===== config.mk =====
export PLATFORM = sky130hd
export DESIGN_NAME = puf_eval_sequencer
export DESIGN_NICKNAME = d
export VERILOG_FILES = /design/src/rtl/puf_seq_pkg.sv /design/src/rtl/puf_resp_sync.sv /design/src/rtl/puf_eval_sequencer.sv
export SDC_FILE = /design/constraint.sdc
export NUM_CORES = 1
export LEC_CHECK = 0
export ABC_AREA = 1
export CAP_MARGIN = 0
export CORE_MARGIN = 2
export CORE_UTILIZATION = 52
export CTS_CLUSTER_DIAMETER = 150
export CTS_CLUSTER_SIZE = 25
export DETAILED_ROUTE_END_ITERATION = 6
export HOLD_SLACK_MARGIN = 0.08
export PLACE_DENSITY = 0.78
export SYNTH_ARGS = -nofsm -noshare
export SYNTH_HDL_FRONTEND = slang
export SYNTH_SLANG_ARGS = --single-unit

===== constraint.sdc =====
create_clock -name wb_clk_i -period 2.3 [get_ports wb_clk_i]
set_clock_uncertainty 0.1 [all_clocks]
set_input_delay 0.345 -clock wb_clk_i [delete_from_list [all_inputs] [get_ports wb_clk_i]]
set_output_delay 0.345 -clock wb_clk_i [all_outputs]
set_load 0.005 [all_outputs]

===== src/rtl/puf_seq_pkg.sv =====
// puf_seq_pkg
// Shared definitions for the arbiter-PUF evaluation sequencer:
//   - seq_state_t : FSM state encoding
//   - DEF_*       : default timing/width constants used as parameter defaults
//   - LFSR_POLY / LFSR_SEED and lfsr_step() : challenge generator used when
//     the design is built with PUF_SEQ_LFSR_EN
package puf_seq_pkg;

  typedef enum logic [2:0] {
    ST_IDLE,
    ST_SETTLE,
    ST_FIRE,
    ST_CAPTURE,
    ST_DONE
  } seq_state_t;

  localparam int DEF_CHAL_W      = 16;
  localparam int DEF_SETTLE_CYC  = 4;
  localparam int DEF_PULSE_CYC   = 2;
  localparam int DEF_CAPTURE_CYC = 4;
  localparam int DEF_REP_W       = 4;

  // Galois form of x^16+x^14+x^13+x^11+1, right-shifting
  localparam logic [15:0] LFSR_POLY = 16'hB400;
  localparam logic [15:0] LFSR_SEED = 16'hACE1;

  function automatic logic [15:0] lfsr_step(input logic [15:0] s);
    return s[0] ? ((s >> 1) ^ LFSR_POLY) : (s >> 1);
  endfunction

endpackage


===== src/rtl/puf_resp_sync.sv =====
// puf_resp_sync
// Two-flop synchronizer bringing the free-running PUF response into the
// sequencer clock domain. Both flops clear on reset.
// Ports:
//   clk : sampling clock
//   rst : asynchronous active-high reset
//   d   : asynchronous input (PUF oresponse)
//   q   : synchronized output
module puf_resp_sync (
  input  logic clk,
  input  logic rst,
  input  logic d,
  output logic q
);

  logic meta;

  always_ff @(posedge clk or posedge rst) begin
    if (rst) begin
      meta <= 1'b0;
      q    <= 1'b0;
    end else begin
      meta <= d;
      q    <= meta;
    end
  end

endmodule


===== src/rtl/puf_eval_sequencer.sv =====
// puf_eval_sequencer
// Accepts one challenge per request, fires the arbiter PUF (req_repeats+1)
// times, majority-votes the sampled response bits and reports the vote,
// the count of ones and whether the samples disagreed.
// Optional build macro: PUF_SEQ_LFSR_EN adds req_lfsr_mode, which takes the
// challenge from an internal 16-bit Galois LFSR instead of req_challenge.
// Ports:
//   wb_clk_i, wb_rst_i          : clock, async active-high reset
//   req_valid/req_ready         : request handshake (ready only in IDLE)
//   req_challenge, req_repeats  : captured on request handshake
//   puf_pulse, puf_challenge    : registered drives to the PUF core
//   puf_response                : PUF output, asynchronous
//   rsp_valid/rsp_ready         : result handshake (valid only in DONE)
//   rsp_bit, rsp_ones, rsp_unstable : vote, ones count, disagreement flag
module puf_eval_sequencer
  import puf_seq_pkg::*;
#(
  parameter int CHAL_W      = DEF_CHAL_W,
  parameter int SETTLE_CYC  = DEF_SETTLE_CYC,
  parameter int PULSE_CYC   = DEF_PULSE_CYC,
  parameter int CAPTURE_CYC = DEF_CAPTURE_CYC,
  parameter int REP_W       = DEF_REP_W
) (
  input  logic              wb_clk_i,
  input  logic              wb_rst_i,
  input  logic              req_valid,
  output logic              req_ready,
  input  logic [CHAL_W-1:0] req_challenge,
  input  logic [REP_W-1:0]  req_repeats,
`ifdef PUF_SEQ_LFSR_EN
  input  logic              req_lfsr_mode,
`endif
  output logic              puf_pulse,
  output logic [CHAL_W-1:0] puf_challenge,
  input  logic              puf_response,
  output logic              rsp_valid,
  input  logic              rsp_ready,
  output logic              rsp_bit,
  output logic [REP_W:0]    rsp_ones,
  output logic              rsp_unstable
);

  localparam logic [7:0] SETTLE_LAST  = 8'(SETTLE_CYC - 1);
  localparam logic [7:0] PULSE_LAST   = 8'(PULSE_CYC - 1);
  localparam logic [7:0] CAPTURE_LAST = 8'(CAPTURE_CYC - 1);

  seq_state_t        state;
  logic [7:0]        phase_cnt;
  logic [REP_W-1:0]  eval_cnt;
  logic [REP_W-1:0]  rep_cnt;
  logic [REP_W:0]    ones_cnt;
  logic              resp_sync;
  logic [CHAL_W-1:0] chal_sel;
  logic [REP_W:0]    ones_next;
  logic [REP_W:0]    eval_total;
  logic              vote_bit;
  logic              vote_unstable;

  puf_resp_sync u_sync (
    .clk (wb_clk_i),
    .rst (wb_rst_i),
    .d   (puf_response),
    .q   (resp_sync)
  );

`ifdef PUF_SEQ_LFSR_EN
  logic [15:0] lfsr_q;

  // Advances only when an LFSR-mode request is actually accepted
  always_ff @(posedge wb_clk_i or posedge wb_rst_i) begin
    if (wb_rst_i) begin
      lfsr_q <= LFSR_SEED;
    end else if (state == ST_IDLE && req_valid && req_lfsr_mode) begin
      lfsr_q <= lfsr_step(lfsr_q);
    end
  end

  assign chal_sel = req_lfsr_mode ? CHAL_W'(lfsr_q) : req_challenge;
`else
  assign chal_sel = req_challenge;
`endif

  // Vote terms include the sample taken this cycle, so the result is final
  // on the same edge that enters DONE. A tie (2*ones == N) votes 0.
  assign ones_next     = ones_cnt + {{REP_W{1'b0}}, resp_sync};
  assign eval_total    = {1'b0, rep_cnt} + 1'b1;
  assign vote_bit      = ({ones_next, 1'b0} > {1'b0, eval_total});
  assign vote_unstable = (ones_next != '0) && (ones_next != eval_total);

  always_ff @(posedge wb_clk_i or posedge wb_rst_i) begin
    if (wb_rst_i) begin
      state         <= ST_IDLE;
      phase_cnt     <= '0;
      eval_cnt      <= '0;
      rep_cnt       <= '0;
      ones_cnt      <= '0;
      req_ready     <= 1'b1;
      puf_pulse     <= 1'b0;
      puf_challenge <= '0;
      rsp_valid     <= 1'b0;
      rsp_bit       <= 1'b0;
      rsp_ones      <= '0;
      rsp_unstable  <= 1'b0;
    end else begin
      case (state)
        ST_IDLE: begin
          if (req_valid) begin
            puf_challenge <= chal_sel;
            rep_cnt       <= req_repeats;
            eval_cnt      <= '0;
            ones_cnt      <= '0;
            phase_cnt     <= '0;
            req_ready     <= 1'b0;
            state         <= ST_SETTLE;
          end
        end
        ST_SETTLE: begin
          if (phase_cnt == SETTLE_LAST) begin
            phase_cnt <= '0;
            puf_pulse <= 1'b1;
            state     <= ST_FIRE;
          end else begin
            phase_cnt <= phase_cnt + 8'd1;
          end
        end
        ST_FIRE: begin
          if (phase_cnt == PULSE_LAST) begin
            phase_cnt <= '0;
            puf_pulse <= 1'b0;
            state     <= ST_CAPTURE;
          end else begin
            phase_cnt <= phase_cnt + 8'd1;
          end
        end
        ST_CAPTURE: begin
          if (phase_cnt == CAPTURE_LAST) begin
            phase_cnt <= '0;
            ones_cnt  <= ones_next;
            if (eval_cnt == rep_cnt) begin
              rsp_valid    <= 1'b1;
              rsp_ones     <= ones_next;
              rsp_bit      <= vote_bit;
              rsp_unstable <= vote_unstable;
              state        <= ST_DONE;
            end else begin
              eval_cnt <= eval_cnt + 1'b1;
              state    <= ST_SETTLE;
            end
          end else begin
            phase_cnt <= phase_cnt + 8'd1;
          end
        end
        ST_DONE: begin
          if (rsp_ready) begin
            rsp_valid <= 1'b0;
            req_ready <= 1'b1;
            state     <= ST_IDLE;
          end
        end
        default: begin
          state <= ST_IDLE;
        end
      endcase
    end
  end

endmodule


Yosys cells after proc, flatten, opt, wreduce, memory -nomap -nowiden:

Index checks and enable logic that the tools add are counted.

* $add $sub $neg: 4
* order comparisons: 1
* eq/ne operators: 15
* muxes and demuxes: 28
* reductions and logical operators: 18

Operator list (number)
* $mux 8: 3
* $pmux 8 s3: 1
* $mux 3: 6
* $pmux 3 s5: 1
* $ne 2x2->1 const B: 7
* $mux 4: 3
* $reduce_and 3->1: 4
* $mux 5: 2
* $pmux 5 s2: 1
* $add 8x1->8 const B: 1
* $eq 8x1->1 const B: 1
* $eq 8x2->1 const B: 1
* $pmux 4 s2: 1
* $reduce_and 4->1: 2
* $reduce_bool 2->1: 4
* $mux 1: 7
* $eq 3x2->1 const B: 2
* $gt 6x5->1: 1
* $pmux 1 s2: 3
* $add 4x1->5 const B: 1
* $add 5x1->5: 1
* $ne 5x5->1: 1
* $reduce_and 5->1: 1
* $reduce_bool 5->1: 1
* 9 further kinds: 10

* register bits after elaboration: 52
* bits of input ports: 25
* output and inout port bits: 26
* word-level logic and storage cells: 80

Logic depth before layout (Yosys ltp):

* word-level depth: 4
* depth in mapped cells: 12

Cells and area by module:

Synthesis repeated with hierarchy kept, for this count alone.

* cell total of the unflattened synthesis: 341
* area, all modules: 2758.9 um2

By module, submodules not included
* puf_eval_sequencer: times used 1, cells each 338, area each 2705.1 um2, sequential area each 1252.5 um2
* puf_resp_sync: times used 1, cells each 3, area each 53.8 um2, sequential area each 50.0 um2

Worst setup path before layout:

Ideal clock, no wire load.

* path type: register to register
* start point: reg ones_cnt[0]
* end point: reg rsp_bit
* setup time: 0.117 ns
* data arrival time: 1.505 ns
* data required time: 2.083 ns
* slack: 0.578 ns
* stages on the path, launching flop included: 9
* buffers on the path: 0
* path through: dfrtp_1 ha_1 ha_1 ha_1 nand3_1 nor2_1 a21oi_1 nand2_1 nand2_1

* longest elaborated chain between the ends: 2

RTL lines
* start, declared: line puf_eval_sequencer.sv:51 `logic [REP_W:0] ones_cnt;`
* start signal, assigned: line puf_eval_sequencer.sv:138 `ones_cnt <= ones_next;`
* $add 5x1->5: line puf_eval_sequencer.sv:85 `assign ones_next = ones_cnt + {{REP_W{1'b0}}, resp_sync};`
* net ones_next[1]: line puf_eval_sequencer.sv:54 `logic [REP_W:0] ones_next;`
* $gt 6x5->1: line puf_eval_sequencer.sv:87 `assign vote_bit = ({ones_next, 1'b0} > {1'b0, eval_total});`
* end signal, assigned: line puf_eval_sequencer.sv:142 `rsp_bit <= vote_bit;`
* end, declared: line puf_eval_sequencer.sv:38 `output logic rsp_bit,`

The timed path passes the listed nets, and every way through them passes these cells.
A chain may end at the register's enable or synchronous reset.

Worst setup path in the final report:

* start point: reg ones_cnt[0]
* end point: reg rsp_bit

* longest elaborated chain between the ends: 2

RTL lines (line)
* $add 5x1->5: puf_eval_sequencer.sv:85
* $gt 6x5->1: puf_eval_sequencer.sv:87

Every way passes these cells.

==> results.json <==
{
  "cp.required_ns": 2.40,
  "fin_crit_ns": 1.881,
  "slowest_stage": "dfrtp_1",
  "crit_family": "simple AND/OR/NAND/NOR gates",
  "first_pass_iters": 4,
  "grt_overflow_total": 0,
  "whs_endpoint": "u_sync.q",
  "cts_root_buf": "clkbuf_8",
  "wl_per_cell_um": 12.15,
  "grt_pass1_vias": 2294,
  "min_from": "u_sync.meta",
  "synth.largest_area_cell": "dfrtp_1",
  "ys_types": 31,
  "worstPathArrival_ns": 1.98,
  "netlist_instances": 343,
  "syn_nets": 376,
  "maxCapViolCount": 0,
  "clockBufferDepth": 2,
  "die_y_um": 76.49,
  "synth_area_leaders": "dfrtp_1 47%, nand2_1 16%, nand3_1 4.4%, inv_1 4.1%, ha_1 3.7%",
  "worst-setup-path-type": "reg2reg",
  "ys_seq_area_share_pct": 47.66,
  "die_area_mm2": 0.005851,
  "yosysTopAreaCellShare_pct": 46.70,
  "synth_area_mm2": 0.002733,
  "slew_headroom_pct": 76.20,
  "cpPeakStageDelay_ns": 0.40,
  "antenna_cells": 0,
  "layout-drive-gt1-share_pct": 8.794,
  "cts_sinks": 52,
  "ir_drop_uv": 333.3,
  "slew_viol_final": 0,
  "start_kind": "flip-flop",
  "core_area_mm2": 0.005075,
  "port_buffers": 50,
  "area_growth_pct": 24.91,
  "worstMarginPinSlew_ns": 0.3565,
  "ios": 51,
  "reg2reg_to": "rsp_bit",
  "final_common_cell": "nand2_1",
  "grt_max_degree": 53,
  "post-dp-hpwl_um": 4247,
  "cts_buffers": 5,
  "num_vias": 2355,
  "grt_pass1_wl_um": 10280,
  "crit_top_cell": "nand2_1",
  "fin_crit_sh_pct": 81.80,
  "h-tree-depth": 2,
  "initial_utilization_pct": 53.85,
  "ant_nets": 0,
  "fillers": 460,
  "antenna_found_initial": 0,
  "hold_buffers": 0,
  "drt-initial-drc-count": 160,
  "ys_warn_count": 0,
  "path_clk_slew_ns": 0.09,
  "grtUsageTotal_pct": 21.38,
  "layout_setup_ws_ns": 0.4186,
  "wirelength_um": 5687,
  "crit_fanout": 6,
  "path_buf_inv": 1,
  "drt-vias-per-instance": 5.032,
  "p_leak_uw": 0.001608,
  "pre_cts_ws_ns": 0.4513,
  "synth_seq_cells": 52,
  "clkLatencyLatePin_ns": 0.30,
  "setup_tns_ns": 0,
  "cp_cell_sequence": "ha_1 > ha_1 > inv_1 > nand2_1 > nand2_1 > nand3_1 > nand2_1 > nor2_1 > nand2_1 > nand3_1 > nand2_1 > nand2_1",
  "rsz0062_at_grt": "false",
  "die_w_um": 76.49,
  "post-cts-setup-buffers": 0,
  "fmax_ghz": 0.5315,
  "r2r_start": "ones_cnt[0]",
  "drc": 0,
  "hold_violations": 0,
  "layout_common_cells": "119 x nand2_1, 51 x dfrtp_1, 50 x clkdlybuf4s50_1, 29 x inv_1, 24 x nand3_1",
  "setup_viol": 0,
  "status": "completed",
  "min_path_type": "reg2reg",
  "fin_nets": 430,
  "place.gp.congestion": 0.9102,
  "hold_depth": 0,
  "reg2reg_depth": 12,
  "row_count": 26,
  "reg2reg_slack_ns": 0.42,
  "critPathCaptureType": "flip-flop",
  "power_density_mw_per_mm2": 475.8,
  "cts_tree": "built",
  "avgSynthCellArea_um2": 7.967,
  "cts_resized": 0
}
==> cell families (layout without fill, tap and decap cells) <==
group / count (synthesis) / in the layout / share of synthesized area (%)
simple gates: 189 / 189 / 30.40
flops: 52 / 52 / 47.66
compound gates: 41 / 41 / 8.517
buf+inv: 41 / 96 / 5.907
xor+xnor: 12 / 12 / 3.846
fa+ha+maj: 8 / 8 / 3.663
==> metrics by stage <==
stage / area, µm² / hold slack, ns / total power (µW) / cells / utilization (%)
2_1_floorplan: 2733 / 0.2312 / 1036 / 343 / -
6_report: 3413 / 0.2700 / 1624 / 468 / 67.26
4_1_cts: 3413 / 0.2787 / 1640 / 468 / 67.26
5_1_grt: 3413 / 0.2893 / 1707 / 468 / 67.26
3_5_place_dp: 3326 / 0.2571 / 1128 / 460 / 65.53
3_3_place_gp: 3326 / 0.2459 / 1126 / 460 / 65.53
==> power breakdown <==
| part | total, µW | switching (µW) | internal (µW) | leakage [µW] |
|---|---|---|---|---|
| Sequential | 952 | 18.3 | 934 | 0.000660 |
| Combinational | 157 | 68.3 | 88.4 | 0.000900 |
| Clock | 515 | 303 | 213 | 0.0000479 |
==> worst reg2reg max path: stages (launching register included) <==
cell and delay, ns:
dfrtp_1 0.40, ha_1 0.22, ha_1 0.25, inv_1 0.10, nand2_1 0.05, nand2_1 0.17
nand3_1 0.16, nand2_1 0.09, nor2_1 0.05, nand2_1 0.05, nand3_1 0.06, nand2_1 0.06
nand2_1 0.04
==> how the worst max path moves through the flow <==
stage,start,end,slack (ns),cells after the start
finish,ones_cnt[0],rsp_bit,0.42,12
global route,ones_cnt[0],rsp_bit,0.24,12
CTS,ones_cnt[0],rsp_bit,0.43,12
detailed placement,ones_cnt[0],rsp_bit,0.45,12
global placement,ones_cnt[0],rsp_bit,0.51,8
floorplan,ones_cnt[0],rsp_bit,0.58,8
==> synthesized netlist by cell type <==
master    number
inv_1         30
buf_2          6
nand3_2        1
o22ai_1        2
dfstp_2        1
a22o_1         1
nand4_2        1
o21ai_0       14
inv_2          5
nor2_2         5
a31oi_1        1
nor2_1        22
nand2_2        2
xor2_1        11
a21oi_1       10
ha_1           8
o21ai_1        9
nand3b_1       1
nor3b_2        1
nand3_1       24
o21a_1         1
o21ai_2        1
nand2_1      119
nand4_1        7
nor2_4         3
or2_2          2
xnor2_1        1
o21ai_4        1
o211ai_1       1
dfrtp_1       51
nor3_1         1
==> state kept, by name, summed over array words and instances (netlist names) <==
register	cells
puf_challenge	16
phase_cnt	8
ones_cnt	5
rsp_ones	5
eval_cnt	4
rep_cnt	4
state	3
puf_pulse	1
req_ready	1
rsp_bit	1
rsp_unstable	1
rsp_valid	1
u_sync.meta	1
u_sync.q	1
==> metal layers <==
layer | up-vias | GRT usage, % | wire length, µm
met5 | - | 0 | 0
met4 | 0 | 6.727 | 80
met3 | 8 | 3.673 | 189
met2 | 50 | 35.40 | 2763
met1 | 1095 | 28.79 | 2654
li1 | 1202 | - | -
==> layout make-up <==
| class | instances | area [µm²] | share of cell area [%] |
|---|---|---|---|
| flip-flops and latches | 52 | 1303 | 38.16 |
| clock buffers | 5 | 68.82 | 2.016 |
| clock inverters | 3 | 18.77 | 0.5499 |
| well taps | 70 | 87.58 | 2.566 |
| inverters | 35 | 131.4 | 3.849 |
| multi-input cells | 250 | 1269 | 37.17 |
| repair buffers | 53 | 535.5 | 15.69 |
Power figures use the tool's default switching activity.
